--- src/rtl/vga_timing_gen.sv ---
// Parametrised VGA raster timing generator: pixel-rate enable, x/y counters,
// programmable-polarity syncs, visible window and line/frame start strobes.
module vga_timing_gen #(
  parameter int unsigned H_ACTIVE = 640,
  parameter int unsigned H_FP     = 16,
  parameter int unsigned H_SYNC   = 96,
  parameter int unsigned H_BP     = 48,
  parameter int unsigned V_ACTIVE = 480,
  parameter int unsigned V_FP     = 11,
  parameter int unsigned V_SYNC   = 2,
  parameter int unsigned V_BP     = 32,
  parameter bit          H_POL    = 1'b0,
  parameter bit          V_POL    = 1'b0,
  parameter int unsigned CLK_DIV  = 4,
  parameter int unsigned CW       = 10
) (
  input  logic          clk_i,
  input  logic          rst_ni,
  input  logic          en_i,
  output logic          pix_en_o,
  output logic [CW-1:0] pos_x_o,
  output logic [CW-1:0] pos_y_o,
  output logic          h_sync_o,
  output logic          v_sync_o,
  output logic          video_on_o,
  output logic          line_start_o,
  output logic          frame_start_o
);

  localparam int unsigned H_TOTAL  = H_ACTIVE + H_FP + H_SYNC + H_BP;
  localparam int unsigned V_TOTAL  = V_ACTIVE + V_FP + V_SYNC + V_BP;
  localparam int unsigned HS_START = H_ACTIVE + H_FP;
  localparam int unsigned HS_END   = HS_START + H_SYNC;
  localparam int unsigned VS_START = V_ACTIVE + V_FP;
  localparam int unsigned VS_END   = VS_START + V_SYNC;
  localparam int unsigned DW       = (CLK_DIV > 1) ? $clog2(CLK_DIV) : 1;
  localparam logic [DW-1:0] DIV_LAST = DW'(CLK_DIV - 1);

  if (((H_TOTAL - 1) >> CW) != 0 || ((V_TOTAL - 1) >> CW) != 0) begin : g_bad_cw
    $error("vga_timing_gen: CW too small for H_TOTAL/V_TOTAL");
  end
  if (CLK_DIV < 1) begin : g_bad_div
    $error("vga_timing_gen: CLK_DIV must be >= 1");
  end
  if (H_FP == 0 || H_SYNC == 0 || H_BP == 0 ||
      V_FP == 0 || V_SYNC == 0 || V_BP == 0) begin : g_bad_porch
    $error("vga_timing_gen: porch and sync widths must be non-zero");
  end

  logic          run_q, run_d;
  logic [DW-1:0] div_q, div_d;
  logic [CW-1:0] x_q, x_d, y_q, y_d;
  logic          pix_en_q, pix_en_d;
  logic          h_sync_q, h_sync_d, v_sync_q, v_sync_d;
  logic          video_on_q, video_on_d;
  logic          line_start_q, line_start_d, frame_start_q, frame_start_d;

  // Next state; outputs are decoded from the next-state counters so they
  // line up with the pos_* values registered on the same edge.
  always_comb begin
    run_d         = en_i;
    div_d         = '0;
    x_d           = '0;
    y_d           = '0;
    pix_en_d      = 1'b0;
    h_sync_d      = ~H_POL;
    v_sync_d      = ~V_POL;
    video_on_d    = 1'b0;
    line_start_d  = 1'b0;
    frame_start_d = 1'b0;
    if (en_i) begin
      x_d = x_q;
      y_d = y_q;
      // First enabled edge restarts the divider at 0 rather than advancing it.
      if (run_q && div_q != DIV_LAST) begin
        div_d = div_q + DW'(1);
      end
      if (pix_en_q) begin
        if (x_q == CW'(H_TOTAL - 1)) begin
          x_d = '0;
          y_d = (y_q == CW'(V_TOTAL - 1)) ? '0 : y_q + CW'(1);
        end else begin
          x_d = x_q + CW'(1);
        end
      end
      pix_en_d      = (div_d == DIV_LAST);
      h_sync_d      = (x_d >= CW'(HS_START) && x_d < CW'(HS_END)) ? H_POL : ~H_POL;
      v_sync_d      = (y_d >= CW'(VS_START) && y_d < CW'(VS_END)) ? V_POL : ~V_POL;
      video_on_d    = (x_d < CW'(H_ACTIVE)) && (y_d < CW'(V_ACTIVE));
      line_start_d  = (x_d == '0);
      frame_start_d = (x_d == '0) && (y_d == '0);
    end
  end

  always_ff @(posedge clk_i or negedge rst_ni) begin
    if (!rst_ni) begin
      run_q         <= 1'b0;
      div_q         <= '0;
      x_q           <= '0;
      y_q           <= '0;
      pix_en_q      <= 1'b0;
      h_sync_q      <= ~H_POL;
      v_sync_q      <= ~V_POL;
      video_on_q    <= 1'b0;
      line_start_q  <= 1'b0;
      frame_start_q <= 1'b0;
    end else begin
      run_q         <= run_d;
      div_q         <= div_d;
      x_q           <= x_d;
      y_q           <= y_d;
      pix_en_q      <= pix_en_d;
      h_sync_q      <= h_sync_d;
      v_sync_q      <= v_sync_d;
      video_on_q    <= video_on_d;
      line_start_q  <= line_start_d;
      frame_start_q <= frame_start_d;
    end
  end

  assign pix_en_o      = pix_en_q;
  assign pos_x_o       = x_q;
  assign pos_y_o       = y_q;
  assign h_sync_o      = h_sync_q;
  assign v_sync_o      = v_sync_q;
  assign video_on_o    = video_on_q;
  assign line_start_o  = line_start_q;
  assign frame_start_o = frame_start_q;

endmodule
--- config.mk ---
export PLATFORM = sky130hd
export DESIGN_NAME = vga_timing_gen
export DESIGN_NICKNAME = d
export VERILOG_FILES = /design/src/rtl/vga_timing_gen.sv
export SDC_FILE = /design/constraint.sdc
export NUM_CORES = 1
export LEC_CHECK = 0
export CAP_MARGIN = 10
export CORE_ASPECT_RATIO = 1.25
export CORE_MARGIN = 2
export CORE_UTILIZATION = 57
export CTS_BUF_LIST = sky130_fd_sc_hd__clkbuf_4 sky130_fd_sc_hd__clkbuf_8
export CTS_CLUSTER_SIZE = 8
export DETAILED_ROUTE_END_ITERATION = 8
export GPL_ROUTABILITY_DRIVEN = 0
export PLACE_DENSITY = 0.86
export SETUP_SLACK_MARGIN = 0.2
export SLEW_MARGIN = 20
export SYNTH_ARGS = -nofsm -noshare
export SYNTH_HDL_FRONTEND = slang
export SYNTH_SLANG_ARGS = --single-unit
export TNS_END_PERCENT = 100
--- constraint.sdc ---
create_clock -name clk_i -period 2.5 [get_ports clk_i]
set_input_delay 0.5 -clock clk_i [delete_from_list [all_inputs] [get_ports clk_i]]
set_output_delay 0.5 -clock clk_i [all_outputs]
set_load 0.05 [all_outputs]
Yosys cells after proc, flatten, opt, wreduce, memory -nomap -nowiden --
Cells that the tools add are included.
Storage, ports and cells: output and inout port bits 26, input bits 3, word-level logic and storage cells 50, register bits after elaboration 29
Operators by class: add/subtract/negate cells 3, reductions and logical operators 7, muxes and demuxes 20, magnitude comparators 6, equality and inequality tests 4
Operator list (number):
- 10-bit 2-to-1 mux | 9
- 10-bit by 1-bit adder with 10-bit output (second input constant) | 2
- 10-bit == test (second input constant) | 2
- 10-bit logical NOT | 2
- 10-bit less-than comparator (second input constant) | 2
- 10-bit by 9-bit less-than comparator with 1-bit output (second input constant) | 2
- 10-bit >= comparator (second input constant) | 1
- 10-bit by 9-bit >= comparator with 1-bit output (second input constant) | 1
- 1-bit 2-to-1 mux | 8
- 2-bit 2-to-1 mux | 3
- 1-bit logical AND | 5
- 2-bit by 1-bit adder with 2-bit output (second input constant) | 1
- 2-bit == test (second input constant) | 1
- 2-bit != test (second input constant) | 1

Longest topological paths before layout --
Gate-level depths: netlist (run 1).
word-level depth 9, mapped depth 8

Least setup slack after synthesis (run 1) --
OpenSTA, ideal clock, no wires.
path type register -> register, start reg y_q[0], in the netlist pos_y_o[0], end reg frame_start_q, in the netlist frame_start_o, stages on the path, launching flop included 9, slack 139 ps, arrival time 2240 ps, required time 2379 ps, path buffers 1, library setup time 121 ps, cell sequence dfrtp_1 > clkbuf_1 > inv_1 > ha_1 > and4bb_2 > and3_1 > nor4b_1 > a211oi_1 > and4bb_2
On the way: longest elaborated chain between the ends 8, elaborated cells on any way between the ends 9, those cells by class add/sub: 1; eq/ne: 1; mux: 5; reduce/logical: 2
Ends and longest elaborated chain:
- start, declared | line 52 | logic [CW-1:0] x_q, x_d, y_q, y_d;
- start signal, assigned | line 111 | y_q <= y_d;
- 10-bit by 1-bit adder with 10-bit output / 10-bit == test (equally long branches) | line 81 | y_d = (y_q == CW'(V_TOTAL - 1)) ? '0 : y_q + CW'(1);
- 10-bit 2-to-1 mux | line 81
- 10-bit 2-to-1 mux | line 79 | if (x_q == CW'(H_TOTAL - 1)) begin
- 10-bit 2-to-1 mux (*) | line 78 | if (pix_en_q) begin
- 10-bit 2-to-1 mux (*) | line 71 | if (en_i) begin
- 10-bit logical NOT (*) | line 91 | frame_start_d = (x_d == '0) && (y_d == '0);
- 1-bit logical AND (*) | line 91
- 1-bit 2-to-1 mux (*) | line 71
- via frame_start_d | line 56 | logic line_start_q, line_start_d, frame_start_q, frame_start_d;
- end signal, assigned | line 117 | frame_start_q <= frame_start_d;
- end, declared | line 56
The timed path passes the listed nets; every way through them passes the cells marked *. The select of a mux whose other input is x is not followed.

Worst setup path in the final report (run 1) --
start reg y_q[6], in the netlist pos_y_o[6], end out pos_y_o[6]
RTL lines:
- end, declared | line 22 | output logic [CW-1:0] pos_y_o,
No word-level cell between the ends.

==> metrics.md, run 1 <==
| Metric | Value |
|---|---|
| Commonest non-fill, non-tap cell in the layout | `clkdlybuf4s50_1` |
| Die height | `70.8 µm` |
| Worst R2R Start | `pos_x_o[1]$_DFF_PN0_` |
| Most frequent cells in the layout | `clkdlybuf4s50_1 (26), dfrtp_1 (24), nand2_1 (18), o21ai_0 (12), and2_1 (11)` |
| Pre-antenna DRT Iters | `4` |
| Worst EP required | `2.00 ns` |
| Root Driver | `clkbuf_8` |
| Number of remaining DRC errors | `0` |
| Synth top area share | `33.2%` |
| Syn Inst Count | `226` |
| Total wire length | `4.97 mm` |
| Flop-to-flop setup slack | `0.29 ns` |
| Die area | `4070 µm²` |
| Maximum number of pins on one net before global-route repair | `30` |
| Core box area | `3450 µm²` |
| Final ANT Viol Nets | `0` |
| Grt met1 use | `35.7%` |
| CTS buffer count | `5` |
| CTS H-tree depth | `2` |
| Max incr delay on CP | `0.87 ns` |
| Slowest cell on crit path | `clkdlybuf4s50_1` |
| Layout cell share with drive strength beyond 1 | `12.6%` |
| Sequential Power Share | `50.9%` |
| Max Cap Viol | `0` |
| Clk pin slew, worst setup/hold paths | `0.06 ns` |
| Register bit total from synthesis | `29` |
| Lkg Pwr | `0.909 nW` |
| Hold Crit Depth | `1` |
| Cell taking the most area after synthesis | `dfrtp_1` |
| Status | `finished, final reports clean` |
| Hold wc startpoint | `div_q[0]$_DFF_PN0_` |
| Synth Area per Inst | `9.01 µm²` |
| Cts repair resizes | `0` |
| Post-synthesis sequential area ratio | `35.7%` |
| Fin crit share | `88.6%` |
| Layout Cells excl Fill | `286` |
| Met3 global-route usage | `4.39%` |
| First-pass GRT wire length | `8.43 mm` |
| Max rail drop VDD | `0.359 mV` |
| Row count | `24` |
| Avg WL per Cell | `17.4 µm` |
| Area Overhead vs Synth | `18.1%` |
| Total power | `0.961 mW` |
| Critical Path AT | `1.72 ns` |
| Top Usage Layer GRT | `met2` |
| Sequence of cells on the critical path | `clkdlybuf4s50_1` |
| Post-synth ARST share | `100%` |
| Final net count | `253` |
| Clock Skews | `0.00379 ns` |
| Cell count after placement | `278` |
| Initial antenna violation count | `0` |
| Number of global-route vias before repair | `1742` |
| Setup CP Type | `reg -> out` |
| Met2 usage | `41.9%` |
| CTS tree | `done` |
| I/O Pins | `29` |
| Worst min path class | `reg -> reg` |
| DIE WIDTH | `57.5 µm` |
| Postcts setup bufs | `0` |
| Hold Buf Count CTS | `0` |
| Yosys cell types | `60` |
| Total track usage | `26.5%` |
| Sink Count | `29` |
| First DRT Iteration DRCs | `100` |
| Initial Utilization | `59.0%` |
| Logic gate share of total power | `9.5%` |
| Vias | `1863` |
| Ranking of synthesized cells by area | `dfrtp_1 (33%), xnor2_1 (3.4%), and2_1 (3.4%), nand2_1 (3.3%), o21ai_0 (2.9%)` |
| Synthesized area | `2040 µm²` |
| Antenna Cells | `0` |
| Detailed Place HPWL | `3.47 mm` |
| Vias per cell | `6.51` |
| Final hold viol count | `0` |
| Fmax | `451 MHz` |
| Pwr dens | `399 nW/µm²` |
| Switching pwr | `0.243 mW` |
| Clock network fraction of total power | `39.6%` |
| Setup Viol. Count Final | `0` |
| CP max FO | `11` |
| Latest clock arrival within the worst-skew pair | `0.28 ns` |
| Net Count, Synth | `233` |
| Critical path's top delay family | `buffers and inverters` |
| Final min period | `2.22 ns` |
| Int Pwr | `0.718 mW` |
| Worst R2R End | `frame_start_o$_DFF_PN0_` |
| Dominant synthesized flop cell | `dfrtp_1` |
| Startpoint Class | `register` |
| Port Buffers | `28` |
| CTS Buffer Depth | `2` |
| Fillers | `265` |
| Hold endpoint | `div_q[0]$_DFF_PN0_` |
| Final max-slew violation count | `0` |
| Yosys warns | `0` |
| Crit end category | `output port` |
| Grt ovf | `0` |
| Post-synth EDFFs | `0` |
| Worst R2R Path Depth | `6` |
| RSZ-0062 raised after global routing | `true` |
| Sw Share | `25.3%` |
| Bufs and invs on worst path | `1` |
| Relative slew slack | `66.5%` |
| Slew at the pin closest to its max-slew limit | `0.501 ns` |
| Total negative slack | `0 ns` |
area by class of cell:
class	count	area, µm²	area share (%)
Clock buffer	6	76.3	3.17
Clock inverter	2	10.0	0.416
Inverter	9	33.8	1.40
Multi-Input combinational cell	170	1200	49.8
Sequential cell	29	732	30.4
Tap cell	39	48.8	2.03
Timing Repair Buffer	31	308	12.8
through the flow:
stage / instance area [µm²] / hold slack [ns] / setup WS (ns) / utilization [%]
4_1_cts: 2390 / 0.460 / 0.201 / 69.2
3_3_place_gp: 2300 / 0.435 / 0.258 / 66.7
3_5_place_dp: 2300 / 0.449 / 0.219 / 66.7
6_report: 2410 / 0.452 / 0.284 / 69.7
5_1_grt: 2410 / 0.471 / 0.168 / 69.7
2_1_floorplan: 2040 / 0.204 / 0.201 / -
cells in the mapped netlist (4+ instances only):
master    instances
buf_2            11
a21boi_0          8
ha_1              4
o21ai_0          12
nand2_1          18
dfrtp_1          27
inv_1             9
a21oi_1           5
nand4_1           8
and2_1           11
nor4_1            5
and4_1            4
nor3_1            7
nand3_1           8
and4bb_2          4
clkbuf_1          6
xnor2_1           8
or3_1             4
nor2_1           10
layer usage:
metal | routed length, µm | up-vias
met4 | 107 | 0
met2 | 2500 | 65
met5 | 0 | -
li1 | - | 891
met3 | 255 | 11
met1 | 2110 | 896
worst max path at each step:
| stage | startpoint | endpoint | depth (start not counted) |
|---|---|---|---|
| 6_report | pos_y_o[6]$_DFF_PN0_ | pos_y_o[6] | 1 |
| 5_1_grt | pos_x_o[1]$_DFF_PN0_ | frame_start_o$_DFF_PN0_ | 6 |
| 4_1_cts | pos_y_o[1]$_DFF_PN0_ | frame_start_o$_DFF_PN0_ | 6 |
| 3_5_place_dp | pos_y_o[1]$_DFF_PN0_ | frame_start_o$_DFF_PN0_ | 6 |
| 3_3_place_gp | pos_y_o[1]$_DFF_PN0_ | frame_start_o$_DFF_PN0_ | 6 |
| 2_1_floorplan | pos_y_o[1]$_DFF_PN0_ | frame_start_o$_DFF_PN0_ | 8 |
state kept, by name, summed over array words and instances (netlist names):
register	count
pos_x_o	10
pos_y_o	10
div_q	2
frame_start_o	1
h_sync_o	1
line_start_o	1
pix_en_o	1
run_q	1
v_sync_o	1
video_on_o	1
cells by family (layout without fill, tap and decap cells):
kind of cell / after synthesis / after routing / share of synthesized area, %
xor+xnor: 10 / 10 / 4.30
simple gates: 102 / 102 / 31.9
compound gates: 52 / 52 / 18.6
fa+ha+maj: 4 / 4 / 2.46
flops: 29 / 29 / 35.7
buf+inv: 27 / 48 / 6.02
mux: 2 / 2 / 1.04
power groups by stage:
| stage | registers (mW) | clock network, mW | logic, mW |
|---|---|---|---|
| 2_1_floorplan | 0.517 | 0 | 0.0339 |
| 3_3_place_gp | 0.497 | 0 | 0.0903 |
| 3_5_place_dp | 0.497 | 0 | 0.0920 |
| 4_1_cts | 0.489 | 0.388 | 0.0923 |
| 5_1_grt | 0.490 | 0.409 | 0.0985 |
| 6_report | 0.489 | 0.380 | 0.0912 |
Power figures use the tool's default switching activity.
==> run 2, diff against run 1 <==
Settings changed: GPL_ROUTABILITY_DRIVEN 0 to default, SKIP_CTS_REPAIR_TIMING from default to 1.
==> run 2 against run 1 <==
Sequential share of layout area shrank 0.40 points; via count up 1.3%; setup slack worse by 0.049 ns; clock-buffer cell count unchanged; die area did not move; combinational power is 2% lower; clock skew hardly changed; register-to-register slack got worse by 0.06 ns; global-route usage grew 1.0 points; critical path depth rose by 5; final cell count unchanged; design area up 1.5%; critical endpoint is now frame_start_o$_DFF_PN0_; largest cell class unchanged; highest routed layer unchanged.
==> metrics.md, run 2 (same netlist as run 1, synthesis figures left out) <==
| Metric | Value |
|---|---|
| Status | `finished, final reports clean` |
| Row count | `24` |
| DIE WIDTH | `57.5 µm` |
| Worst R2R Path Depth | `6` |
| Final ANT Viol Nets | `0` |
| Die area | `4070 µm²` |
| Vias per cell | `6.60` |
| Worst R2R Start | `pos_x_o[1]$_DFF_PN0_` |
| CTS buffer count | `5` |
| Maximum number of pins on one net before global-route repair | `30` |
| RSZ-0062 raised after global routing | `true` |
| Layout Cells excl Fill | `286` |
| Number of remaining DRC errors | `0` |
| Hold endpoint | `div_q[0]$_DFF_PN0_` |
| Latest clock arrival within the worst-skew pair | `0.28 ns` |
| Bufs and invs on worst path | `0` |
| Worst R2R End | `frame_start_o$_DFF_PN0_` |
| Clock network fraction of total power | `46.7%` |
| Clock Skews | `0.00424 ns` |
| Pwr dens | `445 nW/µm²` |
| Die height | `70.8 µm` |
| Detailed Place HPWL | `3.55 mm` |
| Hold wc startpoint | `div_q[0]$_DFF_PN0_` |
| Slowest cell on crit path | `dfrtp_2` |
| Setup CP Type | `reg -> reg` |
| Avg WL per Cell | `17.8 µm` |
| Max rail drop VDD | `0.381 mV` |
| Relative slew slack | `64.9%` |
| Vias | `1887` |
| Final hold viol count | `0` |
| Total negative slack | `0 ns` |
| Flop-to-flop setup slack | `0.23 ns` |
| Sequential Power Share | `45.0%` |
| Clk pin slew, worst setup/hold paths | `0.06 ns` |
| Most frequent cells in the layout | `clkdlybuf4s50_1 (27), dfrtp_1 (23), nand2_1 (18), o21ai_0 (12), and2_1 (11)` |
| Root Driver | `clkbuf_8` |
| Total power | `1.09 mW` |
| Number of global-route vias before repair | `1768` |
| Antenna Cells | `0` |
| Commonest non-fill, non-tap cell in the layout | `clkdlybuf4s50_1` |
| Final min period | `2.27 ns` |
| Cell count after placement | `278` |
| Grt ovf | `0` |
| Crit end category | `register` |
| First-pass GRT wire length | `8.76 mm` |
| Fin crit share | `90.6%` |
| CTS Buffer Depth | `2` |
| Port Buffers | `28` |
| Critical Path AT | `2.48 ns` |
| Core box area | `3450 µm²` |
| Max Cap Viol | `0` |
| Final max-slew violation count | `0` |
| Worst EP required | `2.72 ns` |
| Sink Count | `29` |
| Setup Viol. Count Final | `0` |
| Layout cell share with drive strength beyond 1 | `13.0%` |
| Critical path's top delay family | `simple AND/OR/NAND/NOR gates` |
| Sequence of cells on the critical path | `ha_1, nand4bb_1, nor4_2, mux2_2, a211oi_1, and4bb_2` |
| Sw Share | `23.0%` |
| First DRT Iteration DRCs | `114` |
| Switching pwr | `0.250 mW` |
| Startpoint Class | `register` |
| Pre-antenna DRT Iters | `5` |
| Initial antenna violation count | `0` |
| Int Pwr | `0.837 mW` |
| Initial Utilization | `59.0%` |
| CP max FO | `8` |
| CTS tree | `done` |
| Lkg Pwr | `0.902 nW` |
| CTS H-tree depth | `2` |
| Fmax | `441 MHz` |
| I/O Pins | `29` |
| Final net count | `253` |
| Total track usage | `27.5%` |
| Slew at the pin closest to its max-slew limit | `0.524 ns` |
| Worst min path class | `reg -> reg` |
| Logic gate share of total power | `8.2%` |
| Hold Crit Depth | `1` |
| Total wire length | `5.08 mm` |
| Max incr delay on CP | `0.44 ns` |
| Area Overhead vs Synth | `19.9%` |
| Routability Congestion | `0.912` |
-- run 2: cell count changes in the layout (fill, tap and decap cells not counted), sizes merged --
cell and change:
clkinv -2, dlymetal6s2s -1, bufinv +1, clkdlybuf4s50 +1, clkinvlp +1
-- run 2: routing by layer --
layer	vias to the layer above	global-route usage, %	part of all wire, %
met1	915	36.4	43
met3	15	5.48	5.2
met4	0	10.6	3.1
li1	884	-	-
met2	73	44.2	49
met5	-	0	0
-- run 2: power groups by stage --
stage                     clock (mW)  combinational (mW)  sequential, mW
after CTS                      0.514              0.0903           0.489
after detailed placement           0              0.0900           0.498
after global routing           0.537              0.0976           0.491
final                          0.508              0.0896           0.490
after floorplan                    0              0.0339           0.517
after global placement             0              0.0894           0.497
-- run 2: worst max-delay path by stage --
stage,startpoint,endpoint,depth (start not counted)
final,pos_x_o[1]$_DFF_PN0_,frame_start_o$_DFF_PN0_,6
after global routing,pos_x_o[0]$_DFF_PN0_,frame_start_o$_DFF_PN0_,6
after CTS,pix_en_o$_DFF_PN0_,pix_en_o,1
after detailed placement,pos_y_o[1]$_DFF_PN0_,frame_start_o$_DFF_PN0_,6
after global placement,pos_y_o[1]$_DFF_PN0_,frame_start_o$_DFF_PN0_,6
after floorplan,pos_y_o[1]$_DFF_PN0_,frame_start_o$_DFF_PN0_,8
-- run 2: stage by stage --
step | hold WS, ns | cell area (µm²) | util [%] | setup WS (ns)
6_report | 0.465 | 2440 | 70.7 | 0.235
5_1_grt | 0.486 | 2440 | 70.7 | 0.143
4_1_cts | 0.467 | 2420 | 70.2 | 0.213
3_5_place_dp | 0.459 | 2300 | 66.7 | 0.227
3_3_place_gp | 0.437 | 2300 | 66.7 | 0.256
2_1_floorplan | 0.204 | 2040 | - | 0.201
-- run 2: final cells by class --
type / instances / area (µm²)
clock buffer: 6 / 82.6
clock inverter: 2 / 37.5
tap: 39 / 48.8
fill: 272 / 1010
multi-input combinational: 170 / 1200
sequential: 29 / 733
inverter: 9 / 33.8
timing repair buffer: 31 / 305
==> variant (config.mk and constraints of run 1) <==
Register the output `h_sync_o` once more, with the module's reset; this adds one clock of latency there. The other outputs are not delayed to match.
--- a/src/rtl/vga_timing_gen.sv
+++ b/src/rtl/vga_timing_gen.sv
@@ -123,3 +123,9 @@
   assign pos_y_o       = y_q;
-  assign h_sync_o      = h_sync_q;
+  always_ff @(posedge clk_i or negedge rst_ni) begin
+    if (!rst_ni) begin
+      h_sync_o <= '0;
+    end else begin
+      h_sync_o <= h_sync_q;
+    end
+  end
   assign v_sync_o      = v_sync_q;
Behaviour: not the same (a bounded check fails within 4 cycles, from zero or initial values and one cycle with rst_ni low).
==> variant against run 1 <==
Critical endpoint is now frame_start_o; final cell count is 3.5% higher; maximum frequency down 1.9%; power up 4.9%; largest power group unchanged; critical path depth increased by 6; synthesized area down 1.7%; register-to-register slack worse by 0.05 ns; wire length decreased by 7.1%; sequential power up 3%; cell area grew 4.9%; hold slack lost 0.059 ns; worst setup slack worse by 0.042 ns; sequential cell count increased by 1; non-clock buffer count is 11 higher.
==> variant: results <==
metrics = {
    "yosys": {
        "synth_cells": 223,
        "netlist_area_um2": 2000,
        "synth.area.top_cells": "dfrtp_1 (35%), nand2_1 (4.7%), xnor2_1 (4.4%), and2_1 (3.4%), xor2_1 (3.1%)",
        "synth_common_cells": "dfrtp_1 (28), nand2_1 (25), and2_1 (11), o21ai_0 (11)",
        "ys_types": 53,
        "syn_nets": 230,
        "yosysSeqAreaShare_pct": 37.6,
    },
    "timing": {
        "fin_ws_ns": 0.242,
        "fin_skew_ns": 0.00774,
        "tightest_slew_ns": 0.503,
    },
    "layout": {
        "fin_cells": 296,
        "layout.nonclk_buf_share_pct": 15.4,
        "inv_count": 5,
        "drive_gt1_share_pct": 19.8,
        "clock_area_share_pct": 3.62,
        "multi_input_area_um2": 1210,
        "filler_cell_count": 257,
        "buffers": 42,
        "num-clock-buffers": 8,
    },
    "global_routing": {
        "grt_pass1_wl_um": 7650,
        "gr-usage-met3_pct": 4.07,
        "use_met1_pct": 30.3,
        "grt_max_degree": 31,
        "grt_use_total_pct": 24.6,
    },
    "worst_hold_path": {
        "holdPathStages": 0,
        "whs_endpoint": "h_sync_o",
    },
    "placement": {
        "hpwl_um": 3170,
        "place_ws_ns": 0.208,
        "placedInstanceArea_um2": 2360,
    },
    "power_and_ir_drop": {
        "p_per_area_nw_per_um2": 399,
        "cellLeakagePower_nw": 0.967,
        "sequentialPowerShare_pct": 50.2,
        "p_int_mw": 0.764,
        "vdd_drop_max_mv": 0.417,
    },
    "route": {
        "dr_wl_met2_um": 2330,
        "routedWlPerCell_um": 15.6,
        "via_per_inst": 5.96,
        "wl_met1_um": 1970,
    },
    "worst_setup_path": {
        "cp_max_fo": 8,
        "critPathTopFamily": "simple AND/OR/NAND/NOR gates",
        "rr_startpoint": "pos_x_o[0]",
        "slowest_delay_ns": 0.48,
        "cpMaxStageDelayCell": "or4b_4",
        "critPathCaptureType": "flop",
    },
    "status": {
        "status": "finished, final reports clean",
    },
}
-- variant: cell types whose count changed after synthesis, sizes merged, moves of 4 or more --
cell / run 1 / this run
o211ai: 1 / 5
inv: 9 / 5
clkbuf: 6 / 10
a31oi: 1 / 5
xor2: 2 / 7
buf: 12 / 6
a21boi: 9 / 2
nor2b: 3 / 8
and4bb: 5 / 1
nand2: 18 / 25
-- variant: logic make-up (layout without fill, tap and decap cells) --
family	after synthesis	after routing	synth area share, %
multiplexers	1	1	0.500
buffers and inverters	21	55	5.87
adder cells (fa/ha/maj)	4	4	2.50
AO/OA/AOI/OAI	44	44	15.1
XOR/XNOR	17	17	7.44
AND/OR/NAND/NOR	106	106	31.0
flip-flops	30	30	37.6
-- variant: what timing repair did --
| item | CTS | global route |
|---|---|---|
| hold buffers | 0 | 0 |
| gates resized for setup | 1 | 7 |
| pin swaps | 0 | 1 |
| cloned | 0 | 0 |
| setup buffers | 0 | 5 |
| endpoints found under the hold margin | 0 | 0 |
| setup endpoints to repair | 1 | 3 |
